--- src/rtl/canvas_write_arbiter_if.sv ---
// Write-side bus of the canvas arbiter: the I2C request holding-register handshake
// and the single valid/ready pixel-write port toward the framebuffer.
interface canvas_write_arbiter_if #(
  parameter int XW = 4,
  parameter int YW = 4
);
  logic          i2c_valid;
  logic [XW-1:0] i2c_x;
  logic [YW-1:0] i2c_y;
  logic [2:0]    i2c_rgb;
  logic          i2c_clear;
  logic          i2c_ready;

  logic          wr_valid;
  logic [XW-1:0] wr_x;
  logic [YW-1:0] wr_y;
  logic [2:0]    wr_rgb;
  logic          wr_ready;

  modport master (
    input  i2c_valid, i2c_x, i2c_y, i2c_rgb, i2c_clear,
    output i2c_ready,
    output wr_valid, wr_x, wr_y, wr_rgb,
    input  wr_ready
  );

  modport slave (
    output i2c_valid, i2c_x, i2c_y, i2c_rgb, i2c_clear,
    input  i2c_ready,
    input  wr_valid, wr_x, wr_y, wr_rgb,
    output wr_ready
  );
endinterface

--- src/rtl/canvas_write_arbiter.sv ---
// Round-robin arbiter of button paints and I2C pixel writes onto one framebuffer write port.
// Define CANVAS_CLEAR_EN to compile in the whole-canvas clear sweep driven by i2c_clear.
module canvas_write_arbiter #(
  parameter int W  = 16,
  parameter int H  = 16,
  parameter int XW = 4,
  parameter int YW = 4
) (
  input  logic                  clk,
  input  logic                  rst,
  input  logic [7:0]            btn,
  canvas_write_arbiter_if.master bus,
  output logic [XW-1:0]         cur_x,
  output logic [YW-1:0]         cur_y,
  output logic                  busy
);
  localparam logic [XW-1:0] X_MAX = XW'(W - 1);
  localparam logic [YW-1:0] Y_MAX = YW'(H - 1);

`ifdef CANVAS_CLEAR_EN
  typedef enum logic [1:0] {IDLE, WRITE, CLEAR} state_t;
`else
  typedef enum logic [0:0] {IDLE, WRITE} state_t;
`endif
  state_t state;

  logic [7:0]    btn_meta, btn_sync;
  logic [4:0]    btn_prev, btn_ev;
  logic          btn_pend, i2c_pend;
  logic [XW-1:0] btn_x, i2c_x_q;
  logic [YW-1:0] btn_y, i2c_y_q;
  logic [2:0]    btn_rgb, i2c_rgb_q;
  logic          last_i2c, grant_i2c;
  logic          accept, i2c_take, paint_take;
  logic          btn_done, i2c_done, clear_done;

  // Synchronizer and rising-edge detect
  always_ff @(posedge clk) begin
    if (rst) begin
      btn_meta <= '0;
      btn_sync <= '0;
      btn_prev <= '0;
    end else begin
      btn_meta <= btn;
      btn_sync <= btn_meta;
      btn_prev <= btn_sync[4:0];
    end
  end

  assign btn_ev     = btn_sync[4:0] & ~btn_prev;
  assign accept     = bus.wr_valid && bus.wr_ready;
  assign i2c_take   = bus.i2c_valid && bus.i2c_ready;
  assign paint_take = btn_ev[4] && !btn_pend;
  assign bus.i2c_ready = !i2c_pend && !rst;
  assign busy       = (state != IDLE);

  // Cursor: opposing presses in the same cycle cancel
  always_ff @(posedge clk) begin
    if (rst) begin
      cur_x <= '0;
      cur_y <= '0;
    end else begin
      if (btn_ev[0] && !btn_ev[1])
        cur_y <= (cur_y == '0) ? Y_MAX : cur_y - YW'(1);
      else if (btn_ev[1] && !btn_ev[0])
        cur_y <= (cur_y == Y_MAX) ? '0 : cur_y + YW'(1);
      if (btn_ev[2] && !btn_ev[3])
        cur_x <= (cur_x == '0) ? X_MAX : cur_x - XW'(1);
      else if (btn_ev[3] && !btn_ev[2])
        cur_x <= (cur_x == X_MAX) ? '0 : cur_x + XW'(1);
    end
  end

  always_ff @(posedge clk) begin
    if (rst) begin
      btn_pend <= 1'b0;
      i2c_pend <= 1'b0;
    end else begin
      if (btn_done)
        btn_pend <= 1'b0;
      else if (paint_take)
        btn_pend <= 1'b1;
      if (i2c_done)
        i2c_pend <= 1'b0;
      else if (i2c_take)
        i2c_pend <= 1'b1;
    end
  end

  // Payload registers capture the pre-move cursor; only the pend flags need reset
  always_ff @(posedge clk) begin
    if (paint_take) begin
      btn_x   <= cur_x;
      btn_y   <= cur_y;
      btn_rgb <= btn_sync[7:5];
    end
    if (i2c_take) begin
      i2c_x_q   <= bus.i2c_x;
      i2c_y_q   <= bus.i2c_y;
      i2c_rgb_q <= bus.i2c_rgb;
    end
  end

`ifdef CANVAS_CLEAR_EN
  logic i2c_clr_q;
  always_ff @(posedge clk) begin
    if (i2c_take)
      i2c_clr_q <= bus.i2c_clear;
  end
  assign clear_done = (state == CLEAR) && accept && (bus.wr_x == X_MAX) && (bus.wr_y == Y_MAX);
`else
  logic unused_clear;
  assign unused_clear = bus.i2c_clear;
  assign clear_done   = 1'b0;
`endif

  assign btn_done = (state == WRITE) && accept && !grant_i2c;
  assign i2c_done = ((state == WRITE) && accept && grant_i2c) || clear_done;

  always_ff @(posedge clk) begin
    if (rst) begin
      state        <= IDLE;
      bus.wr_valid <= 1'b0;
      bus.wr_x     <= '0;
      bus.wr_y     <= '0;
      bus.wr_rgb   <= '0;
      last_i2c     <= 1'b1;
      grant_i2c    <= 1'b0;
    end else begin
      case (state)
        IDLE: begin
`ifdef CANVAS_CLEAR_EN
          if (i2c_pend && i2c_clr_q) begin
            state        <= CLEAR;
            bus.wr_valid <= 1'b1;
            bus.wr_x     <= '0;
            bus.wr_y     <= '0;
            bus.wr_rgb   <= i2c_rgb_q;
            grant_i2c    <= 1'b1;
          end else
`endif
          if (btn_pend && (!i2c_pend || last_i2c)) begin
            state        <= WRITE;
            bus.wr_valid <= 1'b1;
            bus.wr_x     <= btn_x;
            bus.wr_y     <= btn_y;
            bus.wr_rgb   <= btn_rgb;
            grant_i2c    <= 1'b0;
          end else if (i2c_pend) begin
            state        <= WRITE;
            bus.wr_valid <= 1'b1;
            bus.wr_x     <= i2c_x_q;
            bus.wr_y     <= i2c_y_q;
            bus.wr_rgb   <= i2c_rgb_q;
            grant_i2c    <= 1'b1;
          end
        end
        WRITE: begin
          if (accept) begin
            state        <= IDLE;
            bus.wr_valid <= 1'b0;
            last_i2c     <= grant_i2c;
          end
        end
`ifdef CANVAS_CLEAR_EN
        // Sweep row-major, x fastest, one pixel per accepted write
        CLEAR: begin
          if (accept) begin
            if (bus.wr_x == X_MAX) begin
              bus.wr_x <= '0;
              if (bus.wr_y == Y_MAX) begin
                state        <= IDLE;
                bus.wr_valid <= 1'b0;
              end else begin
                bus.wr_y <= bus.wr_y + YW'(1);
              end
            end else begin
              bus.wr_x <= bus.wr_x + XW'(1);
            end
          end
        end
`endif
        default: state <= IDLE;
      endcase
    end
  end
endmodule

--- src/flat_wrapper.sv ---
// flat-port wrapper written by rule: the top's interface ports become plain ports
module canvas_write_arbiter_flat 
#(
  parameter int W  = 16,
  parameter int H  = 16,
  parameter int XW = 4,
  parameter int YW = 4
)
  (clk, rst, btn, cur_x, cur_y, busy, bus_i2c_valid, bus_i2c_x, bus_i2c_y, bus_i2c_rgb, bus_i2c_clear, bus_i2c_ready, bus_wr_valid, bus_wr_x, bus_wr_y, bus_wr_rgb, bus_wr_ready);
  canvas_write_arbiter_if #(.XW(XW), .YW(YW)) bus_i ();
  input  logic clk;
  input  logic rst;
  input  logic [7:0] btn;
  output logic [XW-1:0] cur_x;
  output logic [YW-1:0] cur_y;
  output logic busy;
  input wire logic [$bits(bus_i.i2c_valid)-1:0] bus_i2c_valid;
  input wire logic [$bits(bus_i.i2c_x)-1:0] bus_i2c_x;
  input wire logic [$bits(bus_i.i2c_y)-1:0] bus_i2c_y;
  input wire logic [$bits(bus_i.i2c_rgb)-1:0] bus_i2c_rgb;
  input wire logic [$bits(bus_i.i2c_clear)-1:0] bus_i2c_clear;
  output wire logic [$bits(bus_i.i2c_ready)-1:0] bus_i2c_ready;
  output wire logic [$bits(bus_i.wr_valid)-1:0] bus_wr_valid;
  output wire logic [$bits(bus_i.wr_x)-1:0] bus_wr_x;
  output wire logic [$bits(bus_i.wr_y)-1:0] bus_wr_y;
  output wire logic [$bits(bus_i.wr_rgb)-1:0] bus_wr_rgb;
  input wire logic [$bits(bus_i.wr_ready)-1:0] bus_wr_ready;
  assign bus_i.i2c_valid = bus_i2c_valid;
  assign bus_i.i2c_x = bus_i2c_x;
  assign bus_i.i2c_y = bus_i2c_y;
  assign bus_i.i2c_rgb = bus_i2c_rgb;
  assign bus_i.i2c_clear = bus_i2c_clear;
  assign bus_i2c_ready = bus_i.i2c_ready;
  assign bus_wr_valid = bus_i.wr_valid;
  assign bus_wr_x = bus_i.wr_x;
  assign bus_wr_y = bus_i.wr_y;
  assign bus_wr_rgb = bus_i.wr_rgb;
  assign bus_i.wr_ready = bus_wr_ready;
  canvas_write_arbiter #(.W(W), .H(H), .XW(XW), .YW(YW)) u_core (.clk(clk), .rst(rst), .btn(btn), .bus(bus_i), .cur_x(cur_x), .cur_y(cur_y), .busy(busy));
endmodule
--- config.mk ---
export PLATFORM = sky130hd
export DESIGN_NAME = canvas_write_arbiter_flat
export DESIGN_NICKNAME = d
export VERILOG_FILES = /design/src/rtl/canvas_write_arbiter_if.sv /design/src/rtl/canvas_write_arbiter.sv /design/src/flat_wrapper.sv
export SDC_FILE = /design/constraint.sdc
export NUM_CORES = 1
export LEC_CHECK = 0
export ABC_CLOCK_PERIOD_IN_PS = 1500
export CAP_MARGIN = 15
export CORE_MARGIN = 10
export CORE_UTILIZATION = 35
export CTS_CLUSTER_DIAMETER = 60
export DETAILED_ROUTE_END_ITERATION = 8
export PLACE_DENSITY = 0.68
export SLEW_MARGIN = 10
export SYNTH_ARGS = -nofsm -noshare
export SYNTH_HDL_FRONTEND = slang
export SYNTH_SLANG_ARGS = --single-unit
--- constraint.sdc ---
create_clock -name clk -period 1.5 [get_ports clk]
set_input_delay 0.3 -clock clk [delete_from_list [all_inputs] [get_ports clk]]
set_output_delay 0.3 -clock clk [all_outputs]
set_load 0.02 [all_outputs]
==> out/results.tsv <==
metric	value	unit
Crit. End Element	flip-flop	
Port Buf Inserts	44	
post-synth net total	249	
drt wl/cell	12.87	µm
Yosys top cell area share	36.47	%
Relative slew margins	68.82	%
Yosys reg bits	68	
core area	6907	µm²
fin worst setup slack	0.08820	ns
starting density of the core	36.56	%
hold slack	0.4032	ns
Post-Syn Area	2525	µm²
grt ovf	0	
unrepaired setup endpoints after global routing	no	
Synth Area per Inst	11.53	µm²
Clk Tree Root Cell	clkbuf_8	
clock slew seen by the registers of the worst setup and hold paths	0.07	ns
die height	104.9	µm
Slew @ Worst Pin	0.4677	ns
fmax	708.3	MHz
Yosys cell types	33	
CP max stage cell	or4b_1	
clock sink total	68	
initial antenna violation count	0	
sequential fraction of the synthesis area	62.64	%
largest net degree at the start of global routing	46	
die area	11010	µm²
global-route wire length before repair	8.162	mm
via density per instance	4.563	
TritonCTS clock tree	yes	
setup tns final	0	ns
Peak VDD IR	620.7	µV
fin. max-slew vios	0	
CP peak stage delay	0.53	ns
registers with the most flip-flops	u_core.btn_meta x8, u_core.btn_sync x8, u_core.btn_prev x5	
Power Total	4.057	mW
Area after DPL	3182	µm²
H-tree depth	3	
CP Class	reg2reg	
drt initial violations	36	
Arr. time, crit path	1.61	ns
nets@finish	308	
DIE WIDTH	104.9	µm
cell taking the most area after synthesis	dfxtp_1	
Final Cell Area	3368	µm²
CTS buffer count	9	
cell count of the worst reg-to-reg path	4	
power per cell area	1204	nW/µm²
Crit Path Max Fanout	8	
r2r setup slk	0.09	ns
RR Endpoint	u_core.cur_x[3]	
Layout area overhead	33.40	%
R2R Path Start	u_core.cur_x[0]	
share of cells above drive strength 1	13.48	%
Post-Synthesis Cells	219	
gpl congestion	0.7712	
Total GRT Usage	9.192	%
Hold Fails Final Rpt	0	
Worst EP required	1.70	ns
HP Start	u_core.btn_sync[5]	
clk_skew	0.008263	ns
Tcrit/Tclk final	94.12	%
vias in the first global route	1690	
P_leak	1.391	nW
Most used DFF post-synth	dfxtp_1	
main area contributors after synthesis	dfxtp_1, edfxtp_1, nor2b_1	
Post-synth ARST share	0	%
IO Pins	46	
First-pass DRT Iterations	4	
Worst Hold End	u_core.btn_rgb[0]	
final setup fails	0	
routed wire length	4.866	mm
Synth Warn #	0	
crit path cell chain	or4b_1 > o311ai_1 > a221o_1 > a21oi_2	
drt drc	0	
status	finished clean	
# rows	30	
Post-DRT Antenna Nets	0	
Vias	1725	
clock insertion delay at the later pin of the skew report	0.33	ns
hold path depth	0	
ANT cells	0	
CTS Buffer Depth	2	
Post-synth EDFFs	22	
Min-Delay Path Class	reg2reg	
setup slack after placement	-0.2675	ns
Startpoint Class	flip-flop	
Max Cap Violations	0	
hpwl dp	3.459	mm
Final min period	1.412	ns
cell usage after synthesis (2+ instances only):
library cell  instances
nor2_1               23
o21ai_0               4
mux2i_1              11
a211oi_1             12
edfxtp_1             22
ha_1                  6
o211ai_1              2
dfxtp_1              46
xor2_1                2
buf_2                 2
nand2b_1              6
a21oi_1              10
nand2_1               8
nor2b_1              23
o31a_1                2
inv_1                11
clkbuf_1              4
or4b_1                2
o311ai_0              2
nor3_1                6
a221o_1               2
xnor2_1               2
how the worst max path moves through the flow:
stage | from | endpoint | depth (start not counted)
after floorplan | u_core.cur_x[1] | u_core.cur_x[3] | 5
after global placement | rst | bus_i2c_ready | 3
after detailed placement | rst | bus_i2c_ready | 3
after CTS | u_core.i2c_pend | bus_i2c_ready | 2
after global routing | u_core.btn_sync[0] | u_core.cur_y[3] | 6
final | u_core.cur_x[0] | u_core.cur_x[3] | 4
layout make-up:
| type | instances | area [µm²] |
|---|---|---|
| timing repair buffer | 56 | 536.8 |
| clock buffer | 15 | 207.7 |
| inverter | 12 | 45.04 |
| multi-input combinational | 131 | 873.3 |
| sequential | 68 | 1585 |
| fill | 665 | 3538 |
| tap | 96 | 120.1 |
per-stage QoR:
stage,std cells,util (%)
after floorplan,219,-
after global placement,363,46.07
after detailed placement,363,46.07
after CTS,378,48.70
after global routing,378,48.77
final,378,48.77
metal layers:
layer | track usage [%] | routed length (µm)
met5 | 0 | 0
met4 | 3.235 | 58
met3 | 4.975 | 330
met2 | 13.21 | 2082
met1 | 11.37 | 2395
cells in the final DEF, fill, tap and decap left out, types with 2 or more instances in the layout:
| cell type | count |
|---|---|
| nand2_1 | 8 |
| a221o_1 | 2 |
| dlygate4sd2_1 | 21 |
| o311ai_1 | 2 |
| clkbuf_8 | 13 |
| ha_2 | 2 |
| or4b_1 | 2 |
| o211ai_1 | 2 |
| mux2i_1 | 11 |
| dfxtp_2 | 3 |
| buf_12 | 3 |
| nor3_1 | 6 |
| xnor2_1 | 2 |
| nand2b_1 | 6 |
| nor2_1 | 23 |
| a211oi_1 | 12 |
| inv_1 | 11 |
| o31a_1 | 2 |
| nor2b_1 | 23 |
| buf_4 | 9 |
| edfxtp_1 | 22 |
| xor2_1 | 2 |
| ha_1 | 4 |
| dfxtp_1 | 43 |
| o21ai_0 | 4 |
| a21oi_1 | 9 |
| clkdlybuf4s50_1 | 22 |
cells by family (layout without fill, tap and decap cells):
kind of cell | count (synthesis) | after routing | share of synthesized area, %
XOR/XNOR | 4 | 4 | 1.388
AO/OA/AOI/OAI | 38 | 38 | 10.51
flip-flops | 68 | 68 | 62.64
multiplexers | 11 | 11 | 4.361
AND/OR/NAND/NOR | 72 | 72 | 14.77
buffers and inverters | 20 | 83 | 3.369
adder cells (fa/ha/maj) | 6 | 6 | 2.973
power by group:
group	total, mW	switching (mW)	internal, mW
registers	2.07	0.0577	2.01
logic	0.499	0.260	0.239
clock network	1.49	0.618	0.874
total	4.06	0.936	3.12
repair_timing:
action	4_1_cts	5_1_grt
setup endpoints to repair	22	3
resized for setup	23	7
setup buffers	0	0
pin swaps	0	1
hold buffers	0	0
worst max-delay path, delay by kind of cell (launching register included):
family | cells | cell delay [ns]
and+or+nand+nor | 1 | 0.53
AOI/OAI and AO/OA | 3 | 0.39
DFF | 1 | 0.36
Note: power is estimated with default switching activity, not from simulation.
